**config.mk**
```make
export PLATFORM = sky130hd
export DESIGN_NAME = divider_m_n_bits_seq
export DESIGN_NICKNAME = d
export VERILOG_FILES = /design/src/rtl/divider_m_n_bits_seq.sv
export SDC_FILE = /design/constraint.sdc
export NUM_CORES = 1
export LEC_CHECK = 0
export CAP_MARGIN = 10
export CORE_MARGIN = 2
export CORE_UTILIZATION = 51
export CTS_BUF_LIST = sky130_fd_sc_hd__clkbuf_16
export CTS_CLUSTER_DIAMETER = 80
export DETAILED_ROUTE_END_ITERATION = 6
export PLACE_DENSITY = 0.78
export SYNTH_ARGS = -nofsm -noshare
export SYNTH_HDL_FRONTEND = slang
export SYNTH_SLANG_ARGS = --single-unit
```
**constraint.sdc**
```tcl
create_clock -name clk -period 2.7 [get_ports clk]
set_input_delay 0.54 -clock clk [delete_from_list [all_inputs] [get_ports clk]]
set_output_delay 0.54 -clock clk [all_outputs]
set_load 0.02 [all_outputs]
```
**src/rtl/divider_m_n_bits_seq.sv**
```systemverilog
// ============================================================================
// divider_m_n_bits_seq
// Sequential unsigned restoring divider, one quotient bit per clock.
// Rev 1.0 - initial release
// ============================================================================
`default_nettype none

module divider_m_n_bits_seq #(
  parameter int M = 10,
  parameter int N = 4
) (
  input  logic         clk,
  input  logic         rst_n,
  input  logic         start,
  input  logic [M-1:0] num1,
  input  logic [N-1:0] num2,
  output logic         busy,
  output logic         done,
  output logic [M-1:0] Quotient,
  output logic [N-1:0] Remainder,
  output logic         div_by_zero
);

  localparam int CW = $clog2(M + 1);

  localparam logic [1:0] S_IDLE = 2'd0;
  localparam logic [1:0] S_BUSY = 2'd1;
  localparam logic [1:0] S_DONE = 2'd2;

  logic [1:0]    state;
  // Dividend bits leave at the MSB while quotient bits enter at the LSB, so
  // after M shifts this register holds the complete quotient.
  logic [M-1:0]  shreg;
  logic [N-1:0]  divisor;
  // The restored remainder is always below the divisor, so N bits suffice.
  logic [N-1:0]  part_rem;
  logic [CW-1:0] count;

  logic [N:0]    pr;
  logic          ge;
  logic [N-1:0]  diff;
  logic [N-1:0]  next_rem;
  logic [M-1:0]  next_shreg;

  always_comb begin
    pr         = {part_rem, shreg[M-1]};
    ge         = (pr >= {1'b0, divisor});
    // Only used when pr >= divisor, where the true difference fits in N bits.
    diff       = pr[N-1:0] - divisor;
    next_rem   = ge ? diff : pr[N-1:0];
    next_shreg = {shreg[M-2:0], ge};
  end

  always_ff @(posedge clk or negedge rst_n) begin
    if (!rst_n) begin
      state       <= S_IDLE;
      shreg       <= '0;
      divisor     <= '0;
      part_rem    <= '0;
      count       <= '0;
      busy        <= 1'b0;
      done        <= 1'b0;
      Quotient    <= '0;
      Remainder   <= '0;
      div_by_zero <= 1'b0;
    end else begin
      case (state)
        S_IDLE, S_DONE: begin
          done <= 1'b0;
          if (start) begin
            shreg    <= num1;
            divisor  <= num2;
            part_rem <= '0;
            count    <= CW'(M);
            busy     <= 1'b1;
            state    <= S_BUSY;
          end else begin
            state <= S_IDLE;
          end
        end

        S_BUSY: begin
          if (divisor == '0) begin
            Quotient    <= '1;
            Remainder   <= '0;
            div_by_zero <= 1'b1;
            busy        <= 1'b0;
            done        <= 1'b1;
            state       <= S_DONE;
          end else begin
            part_rem <= next_rem;
            shreg    <= next_shreg;
            count    <= count - CW'(1);
            if (count == CW'(1)) begin
              Quotient    <= next_shreg;
              Remainder   <= next_rem;
              div_by_zero <= 1'b0;
              busy        <= 1'b0;
              done        <= 1'b1;
              state       <= S_DONE;
            end
          end
        end

        default: begin
          state <= S_IDLE;
          busy  <= 1'b0;
          done  <= 1'b0;
        end
      endcase
    end
  end

endmodule

`default_nettype wire
```
Word-level counts from Yosys, hierarchy flattened

Index checks and enable logic that the tools add are counted.

$add $sub $neg: 2
Magnitude comparators: 1
Equal/unequal tests: 6
Mux-type cells: 26
Reductions and logical operators: 9

Operator list:

| operator                                         | count |
|---|---|
| two-way mux 10 bit                               | 4 |
| two-way mux 4 bit                                | 7 |
| case mux 10 bit (2 select lines)                 | 1 |
| case mux 4 bit (2 select lines)                  | 2 |
| two-way mux 1 bit                                | 8 |
| AND reduction 2 bit                              | 3 |
| >= comparator 5 x 4 -> 1 bit                     | 1 |
| == test 4 x 1 -> 1 bit, second input constant    | 1 |
| zero test 4 bit                                  | 1 |
| two-way mux 2 bit                                | 2 |
| inequality test 2 bit, second input constant     | 2 |
| case mux 2 bit (2 select lines)                  | 1 |
| nonzero test 2 bit                               | 2 |
| subtractor 4 x 1 -> 4 bit, second input constant | 1 |
| subtractor 4 bit                                 | 1 |
| inequality test 3 bit, second input constant     | 1 |
| AND reduction 3 bit                              | 1 |
| == test 2 x 1 -> 1 bit, second input constant    | 1 |
| == test 2 bit, second input constant             | 1 |
| zero test 2 bit                                  | 1 |
| case mux 1 bit (2 select lines)                  | 1 |
| OR reduction 2 bit                               | 1 |

Register bits: 41
Input bits: 17
Word-level logic and storage cells: 54

Longest topological paths before layout

Gate-level depths: netlist of run 1.

Depth after elaboration: 4
Gate-level depth with buffers: 7
Depth with buffers taken out: 7

Worst setup path after synthesis of run 1

OpenSTA, ideal clock, no wires.

Path type: reg2reg
Start point: register divisor[2]
End point: register Remainder[0]
Library setup time: 0.083 ns
Arrival: 1.746 ns
Path slack: 0.872 ns
Cell stages (with the launch flop): 8
Clock period less this slack: 1.828 ns
Cell sequence: dfrtp_1 -> inv_1 -> ha_1 -> or2_1 -> a21boi_1 -> a31o_2 -> mux2_2 -> o21ai_0

Longest elaborated chain between the ends: 4

RTL lines:

| element                      | line | text |
|---|---|---|
| start: declaration           | 34   | `logic [N-1:0] divisor;` |
| start signal: assignment     | 72   | `divisor <= num2;` |
| >= comparator 5 x 4 -> 1 bit | 47   | `ge = (pr >= {1'b0, divisor});` |
| two-way mux 4 bit            | 50   | `next_rem = ge ? diff : pr[N-1:0];` |
| two-way mux 4 bit            | 94   | `if (count == CW'(1)) begin` |
| two-way mux 4 bit            | 83   | `if (divisor == '0) begin` |
| end signal: assignment       | 96   | `Remainder <= next_rem;` |
| end: declaration             | 20   | `output logic [N-1:0] Remainder,` |

Several ways; a longest one is shown, not always the timed one. The select of a mux whose other input is x is not followed.
A chain may end at the register's enable or synchronous reset.

Worst setup path after layout of run 1

Ends and elaborated chain as after synthesis.

==> results of run 1 <==
stage by stage:
step	std cells	power (mW)
after CTS	273	3.51
after detailed placement	265	2.63
after global routing	273	3.76
final	273	3.48
after floorplan	191	2.21
after global placement	265	2.59
layout by cell type, fill, tap and decap left out, types with 2 or more instances in the layout:
master / synthesis / layout
dfrtp_1: 40 / 40
nor2b_1: 2 / 2
inv_1: 9 / 9
o22a_1: 4 / 4
clkbuf_16: 0 / 5
xor2_1: 2 / 2
o21ai_0: 17 / 17
nor2_1: 16 / 16
nor4_1: 2 / 2
bufinv_16: 0 / 3
nand2_1: 32 / 32
nand3_1: 10 / 10
mux2i_1: 11 / 11
ha_1: 6 / 6
clkdlybuf4s50_1: 0 / 32
o21ai_1: 2 / 2
a21oi_1: 10 / 10
layer usage:
| metal | wire [um] | share of wire [%] |
|---|---|---|
| met1 | 1750 | 48 |
| met2 | 1670 | 45 |
| met3 | 171 | 4.7 |
| met4 | 80 | 2.2 |
| met5 | 0 | 0 |
state kept, by name, indices dropped and copies added (netlist names):
name and flops:
Quotient 10, shreg 10, Remainder 4, count 4, divisor 4, part_rem 4, state 2, busy 1
div_by_zero 1
critical path, delay by kind of cell, from the launching register on:
family,cells,cell delay [ns]
compound gates,3,0.57
flops,1,0.37
mux,1,0.36
fa+ha+maj,1,0.34
simple gates,1,0.24
buf+inv,1,0.07
final cells by class:
class,instances,share of cell area (%)
clock buffers,5,5.08
clock inverters,3,3.66
inverters,9,1.37
multi-input cells,134,33.3
flip-flops and latches,40,40.6
well taps,48,2.44
repair buffers,34,13.5
power groups by stage:
stage,logic (mW),registers [mW],clock network (mW)
after floorplan,1.08,1.13,0
after CTS,1.59,1.06,0.855
after global placement,1.53,1.06,0
after global routing,1.78,1.09,0.890
after detailed placement,1.56,1.06,0
final,1.58,1.06,0.845
path summary, 6_finish.rpt:
kind	cells after the start	endpoint	slack (ns)	start
worst max-delay path	7	Remainder[0]	0.67	divisor[2]
worst max register to register	7	Remainder[0]	0.67	divisor[2]
max in group asynchronous	1	Quotient[2]	1.79	rst_n
worst min-delay path	1	Quotient[5]	0.37	rst_n
worst min register to register	1	Quotient[3]	0.49	Quotient[3]
min in group clk	1	Quotient[3]	0.49	Quotient[3]
logic make-up (layout without fill, tap and decap cells):
family | Yosys count | in the layout | share of synthesized area [%]
mux | 13 | 13 | 7.19
simple gates | 72 | 72 | 17.7
flops | 40 | 40 | 52.7
xor+xnor | 3 | 3 | 1.38
compound gates | 39 | 39 | 12.0
buf+inv | 17 | 51 | 4.02
fa+ha+maj | 7 | 7 | 5.01
==> results.cfg, run 1 <==
[pwr]
power.share.clock_pct = 24.3
switching_share_pct = 37.3
p_seq_share_pct = 30.4
power_frac_comb_pct = 45.4
p_leak_nw = 1.08
p_int_mw = 2.18
ir_drop_v = 0.000836
power.density_mw_per_mm2 = 1410
switching_power_mw = 1.30

[synth]
synth_commonest_cells = 40 x dfrtp_1, 32 x nand2_1, 17 x o21ai_0
synth_nets = 215
seq_area_frac_synth_pct = 52.7
synth.cell_area_mm2 = 0.00190
ys_ff_latch = 40
synthTopCellsByArea = dfrtp_1 53%, nand2_1 6.3%, mux2i_1 5.8%, o21ai_0 4.5%, ha_1 4.0%
yosys.area.top_type = dfrtp_1
synth_edf_count = 0
synth_top_area_share_pct = 52.7
ys_types = 37
synthFlopType = dfrtp_1
avgSynthCellArea_um2 = 9.94
yosysMostFrequentCell = dfrtp_1
synthCells = 191
synth_warnings = 0
async_reset_ff_share_pct = 100

[grt]
grt_pass1_vias = 1414
gr-max-usage-layer = met2
use_met2_pct = 29.9
grt_max_degree = 41
antenna_found_initial = 0
overflow = 0
grt_use_total_pct = 20.3
grt_pass1_wl_mm = 6.42
grt_use_met3_pct = 6.08
use_met1_pct = 28.2

[critical_path]
crit_slowest_cell = dfrtp_1
critPathMaxFanout = 4
end_kind = flop
crit_arrival_ns = 2.23
slowest_delay_ns = 0.37
path_cells = inv_1 -> ha_1 -> or2_1 -> a21boi_1 -> a31o_2 -> mux2_2 -> o21ai_0
start_kind = flop
path_class = flop to flop
cp_data_required_time_ns = 2.89

[clock_tree]
ctsResizeCount = 0
holdBufCountCts = 0
postCtsSetupBuffers = 0
clk_path_buf_depth = 2
worstSkewPairLatency_ns = 0.28
cts_buffers = 5
clock-root-buffer = clkbuf_16
clkSinkCount = 40
cts_tree = done
clk_pin_slew_ns = 0.06
htreeDepth = 2

[floorplanning]
core-area_mm2 = 0.00361
start_util_pct = 52.6
die_w_um = 65.0
num_io_pins = 34
fp.dieH_um = 65.0
die_area_mm2 = 0.00423
num_rows = 22

[drt]
wl_mm = 3.66
drt_iter0_markers = 86
routedWlPerCell_um = 13.4
ant_nets = 0
route.vias.total = 1437
viasPerCell = 5.26
first_pass_iters = 4
drc = 0

[timing]
worst_slew_margin_rel_pct = 42.9
fin_hold_ws_ns = 0.367
fin_crit_sh_pct = 75.3
fin_tns_setup_ns = 0
fin_ws_ns = 0.666
slew_violations = 0
finClkSkew_ns = 0.00471
tightest_slew_ns = 0.857
period_needed_ns = 2.03
rsz0062_at_grt = no
finalHoldViolations = 0
fmaxAchievable_mhz = 492
setup_viol = 0

[finish]
stdcell_area_mm2 = 0.00246
regArea_mm2 = 0.00100
utilization_pct = 68.3
n_antenna_cell = 0
fillers = 282
area_delta_synth_final_pct = 29.8
multi_input_area_um2 = 821
drive_gt1_share_pct = 7.56
nNetsFinal = 248

[place]
place.gp.congestion = 0.809
port-buffer-count = 33
dp_hpwl_mm = 2.64
place_ws_ns = 0.655
placedInstanceArea_mm2 = 0.00225

[min_path]
hold_class = input pin to asynchronous set/reset pin

[run]
cap_violations = 0

[status]
status = finished, final reports clean
No activity file was read; power rests on OpenSTA's default activity.
==> run 2: changes to the inputs <==
==> constraint.sdc (replaced) <==
create_clock -name clk -period 2.1 [get_ports clk]
set_input_delay 0.42 -clock clk [delete_from_list [all_inputs] [get_ports clk]]
set_output_delay 0.42 -clock clk [all_outputs]
set_load 0.02 [all_outputs]
==> run 2 against run 1 <==
  * Fmax up 4.1%
  * Non-clock buffer count up 7
  * Global-route usage up 1.3 points
  * Worst hold slack worse by 0.17 ns
  * Clock-buffer cell count unchanged
  * Worst setup slack worse by 0.52 ns
==> results.cfg, run 2 (synthesized netlist as in run 1, its figures left out) <==
[pwr]
p_leak_nw = 1.09
power.density_mw_per_mm2 = 1770
ir_drop_v = 0.000848

[timing]
fin_tns_setup_ns = 0
fmaxAchievable_mhz = 512
fin_crit_sh_pct = 93.0
finalHoldViolations = 0
tightest_slew_ns = 0.621
rsz0062_at_grt = no
slew_violations = 0
finClkSkew_ns = 0.00618
period_needed_ns = 1.95
setup_viol = 0
worst_slew_margin_rel_pct = 58.2

[floorplanning]
die_area_mm2 = 0.00423
fp.dieH_um = 65.0
num_rows = 22
core-area_mm2 = 0.00361
die_w_um = 65.0
num_io_pins = 34
start_util_pct = 52.6

[drt]
drc = 0
viasPerCell = 5.35
routedWlPerCell_um = 14.3
wl_mm = 4.00
ant_nets = 0
first_pass_iters = 4
route.vias.total = 1497
drt_iter0_markers = 113

[finish]
n_antenna_cell = 0
area_delta_synth_final_pct = 30.9
drive_gt1_share_pct = 10.8
layout_commonest_cell = dfrtp_1
nNetsFinal = 255
mostFrequentLayoutCells = 40 x dfrtp_1, 32 x nand2_1, 32 x clkdlybuf4s50_1
finalNonFillerCells = 280
top_regs = Quotient x10, shreg x10

[clock_tree]
clk_pin_slew_ns = 0.06
worstSkewPairLatency_ns = 0.28
clk_path_buf_depth = 2
clkSinkCount = 40
clock-root-buffer = clkbuf_16
cts_buffers = 5
htreeDepth = 2
cts_tree = done
holdBufCountCts = 0

[grt]
grt_pass1_vias = 1555
antenna_found_initial = 0
grt_use_total_pct = 21.6
grt_pass1_wl_mm = 7.02
grt_max_degree = 41
overflow = 0

[critical_path]
path_class = flop to flop
start_kind = flop
end_kind = flop
reg2reg_slack_ns = 0.15
r2r_start = divisor[2]
worst_r2r_path_depth = 7
cp_data_required_time_ns = 2.28
r2r_end = part_rem[0]
critPathMaxFanout = 4
crit_arrival_ns = 2.14

[place]
port-buffer-count = 33
place.gp.congestion = 0.838
dp.cells = 272
dp_hpwl_mm = 2.85

[status]
status = finished, final reports clean

[run]
cap_violations = 0

[min_path]
hold_class = input pin to asynchronous set/reset pin
run 2: worst max-delay path by stage:
stage | slack [ns] | startpoint | endpoint
2_1_floorplan | 0.27 | divisor[2] | Remainder[0]
3_3_place_gp | 0.21 | divisor[2] | Remainder[0]
3_5_place_dp | 0.12 | divisor[2] | Remainder[0]
4_1_cts | 0.08 | divisor[2] | Remainder[0]
5_1_grt | 0.01 | divisor[2] | part_rem[0]
6_report | 0.15 | divisor[2] | part_rem[0]
run 2: routing by layer:
| metal | track usage, % | share of wire [%] |
|---|---|---|
| met1 | 29.2 | 47 |
| met2 | 33.9 | 47 |
| met3 | 5.38 | 4.4 |
| met4 | 7.45 | 1.8 |
| met5 | 0 | 0 |
run 2: layout make-up:
class | instances | area (um^2)
inverters | 9 | 33.8
fillers | 273 | 1120
repair buffers | 41 | 385
flip-flops and latches | 40 | 1000
well taps | 48 | 60.1
clock buffers | 5 | 125
multi-input cells | 134 | 837
clock inverters | 3 | 42.5
run 2: critical path, stage by stage (launching register included):
cell and delay [ns]:
dfrtp_1 0.39, inv_1 0.11, ha_4 0.23, or2_1 0.25
a21boi_2 0.17, a31o_2 0.17, mux2_2 0.35, o21ai_1 0.19
run 2: power by group:
part	switching, mW	internal (mW)	total (mW)	leakage (nW)
sequential	0.255	1.11	1.37	0.453
clock	0.282	0.557	0.840	0.0814
combinational	1.20	0.989	2.19	0.559
run 2: metrics by stage:
step | power (mW) | setup WS (ns) | hold slack (ns) | area, um^2 | util, %
floorplan | 2.84 | 0.272 | 0.124 | 1900 | -
global placement | 3.43 | 0.215 | 0.459 | 2300 | 63.8
detailed placement | 3.49 | 0.124 | 0.480 | 2300 | 63.8
CTS | 4.38 | 0.0773 | 0.211 | 2470 | 68.5
global route | 4.77 | 0.0106 | 0.238 | 2480 | 68.9
finish | 4.40 | 0.147 | 0.195 | 2480 | 68.9
run 2: timing repair:
item,4_1_cts,5_1_grt
endpoints found under the setup margin,0,2
resized for setup,0,2
setup buffers,0,0
==> run 3: changes to the inputs <==
--- a/config.mk
+++ b/config.mk
@@ -7,11 +7,11 @@
 export LEC_CHECK = 0
 export CAP_MARGIN = 10
 export CORE_MARGIN = 2
-export CORE_UTILIZATION = 51
+export CORE_UTILIZATION = 52
 export CTS_BUF_LIST = sky130_fd_sc_hd__clkbuf_16
 export CTS_CLUSTER_DIAMETER = 80
 export DETAILED_ROUTE_END_ITERATION = 6
-export PLACE_DENSITY = 0.78
+export PLACE_DENSITY = 0.79
 export SYNTH_ARGS = -nofsm -noshare
 export SYNTH_HDL_FRONTEND = slang
 export SYNTH_SLANG_ARGS = --single-unit
==> run 3 against run 2 <==
  * Clock power decreased by 15%
  * Clock skew decreased by 0.0021 ns
  * Sequential power about the same
  * Final cell count decreased by 1.1%
  * Worst hold slack got worse by 0.0012 ns
  * Routed wire length increased by 5.5%
  * Utilization increased by 2.4 points
  * Total power decreased by 3.0%
  * Sequential share of layout area increased by 0.83 points
  * Die area decreased by 1.8%
  * Critical path depth unchanged
  * Register-to-register slack got worse by 0.02 ns
  * Largest power group unchanged
==> results.cfg, run 3 (synthesized netlist as in run 1, its figures left out) <==
[drt]
routedWlPerCell_um = 15.2
viasPerCell = 5.48
drt_iter0_markers = 68
first_pass_iters = 4
route.vias.total = 1518
ant_nets = 0
drc = 0
wl_mm = 4.22

[finish]
nNetsFinal = 254
finalNonFillerCells = 277
area_delta_synth_final_pct = 28.3
layout_commonest_cell = dfrtp_1
drive_gt1_share_pct = 9.52
n_antenna_cell = 0
top_regs = Quotient x10, shreg x10
mostFrequentLayoutCells = 40 x dfrtp_1, 32 x nand2_1, 32 x clkdlybuf4s50_1

[critical_path]
critPathMaxFanout = 4
end_kind = flop
crit_slowest_cell = dfrtp_1
slowest_delay_ns = 0.37
path_class = flop to flop
crit_arrival_ns = 2.17
start_kind = flop
path_cells = inv_1 -> ha_1 -> or2_1 -> a21boi_2 -> a31o_2 -> mux2_2 -> o21ai_0
cp_data_required_time_ns = 2.29

[timing]
fmaxAchievable_mhz = 507
fin_ws_ns = 0.126
setup_viol = 0
fin_crit_sh_pct = 94.0
rsz0062_at_grt = no
fin_hold_ws_ns = 0.194
finalHoldViolations = 0
finClkSkew_ns = 0.00405
fin_tns_setup_ns = 0
worst_slew_margin_rel_pct = 60.0
slew_violations = 0
tightest_slew_ns = 0.594
period_needed_ns = 1.97

[floorplanning]
die_area_mm2 = 0.00415
fp.dieH_um = 64.4
num_io_pins = 34
start_util_pct = 55.6
die_w_um = 64.4
num_rows = 21
core-area_mm2 = 0.00342

[clock_tree]
postCtsSetupBuffers = 0
worstSkewPairLatency_ns = 0.28
clkSinkCount = 40
clk_pin_slew_ns = 0.06
cts_buffers = 5
clk_path_buf_depth = 2
cts_tree = done
clock-root-buffer = clkbuf_16
holdBufCountCts = 0
htreeDepth = 2

[place]
place.gp.congestion = 0.817
place_ws_ns = 0.0502
port-buffer-count = 33
dp.cells = 269
dp_hpwl_mm = 3.10

[pwr]
power.density_mw_per_mm2 = 1750
p_leak_nw = 1.08
ir_drop_v = 0.00108
total_power_mw = 4.27

[grt]
antenna_found_initial = 0
grt_use_total_pct = 22.3
grt_max_degree = 41
grt_pass1_vias = 1544
overflow = 0
grt_pass1_wl_mm = 7.07

[run]
cap_violations = 0

[status]
status = finished, final reports clean

[min_path]
hold_class = input pin to asynchronous set/reset pin
## run 3: cell types whose count changed in the layout (fill, tap and decap cells not counted)
cell        change
clkinvlp_4      +1
clkinv_4        -1
inv_1           +1
buf_4           -1
ha_4            -1
ha_1            +1
bufinv_16       -1
## run 3: path summary, 6_finish.rpt
kind | slack [ns] | cells after the start | startpoint | to
max | 0.13 | 7 | divisor[2] | Remainder[0]
min | 0.19 | 2 | rst_n | divisor[0]
max reg2reg | 0.13 | 7 | divisor[2] | Remainder[0]
min reg2reg | 0.49 | 2 | Quotient[9] | Quotient[9]
max in group asynchronous | 1.56 | 2 | rst_n | Remainder[1]
min in group clk | 0.49 | 2 | Quotient[9] | Quotient[9]
## run 3: worst max-delay path, delay by kind of cell (launching register included)
family / cells / cell delay (ns)
muxes: 1 / 0.36
and+or+nand+nor: 1 / 0.26
buffers and inverters: 1 / 0.07
DFF: 1 / 0.37
AOI/OAI and AO/OA: 3 / 0.49
adders and majority gates: 1 / 0.34
## run 3: per-stage QoR
step | area (um^2) | utilization (%)
5_1_grt | 2430 | 71.3
3_5_place_dp | 2290 | 67.1
2_1_floorplan | 1900 | -
6_report | 2430 | 71.3
3_3_place_gp | 2290 | 67.1
4_1_cts | 2430 | 71.2
## run 3: final cells by class
type,count,area (um^2)
timing repair buffer,40,378
fill,249,981
tap,46,57.6
clock inverter,3,15.0
clock buffer,5,125
sequential,40,1000
multi-input combinational,134,825
inverter,9,33.8
## run 3: what timing repair did
item | in CTS | in global routing
endpoints found under the hold margin | 0 | 0
endpoints found under the setup margin | 0 | 1
resized for setup | 0 | 1
## run 3: power breakdown
part           switching (mW)  internal (mW)  total [mW]  leakage [nW]
Combinational            1.23          0.959        2.19         0.554
Sequential              0.258           1.11        1.37         0.453
Clock                   0.281          0.431       0.712        0.0687
## run 3: routing by layer
metal / up-vias / routed length [um] / track usage [%]
met1: 730 / 1870 / 28.4
met5: - / 0 / 0
met2: 46 / 2060 / 36.8
met4: 0 / 118 / 9.31
li1: 730 / - / -
met3: 12 / 178 / 5.03
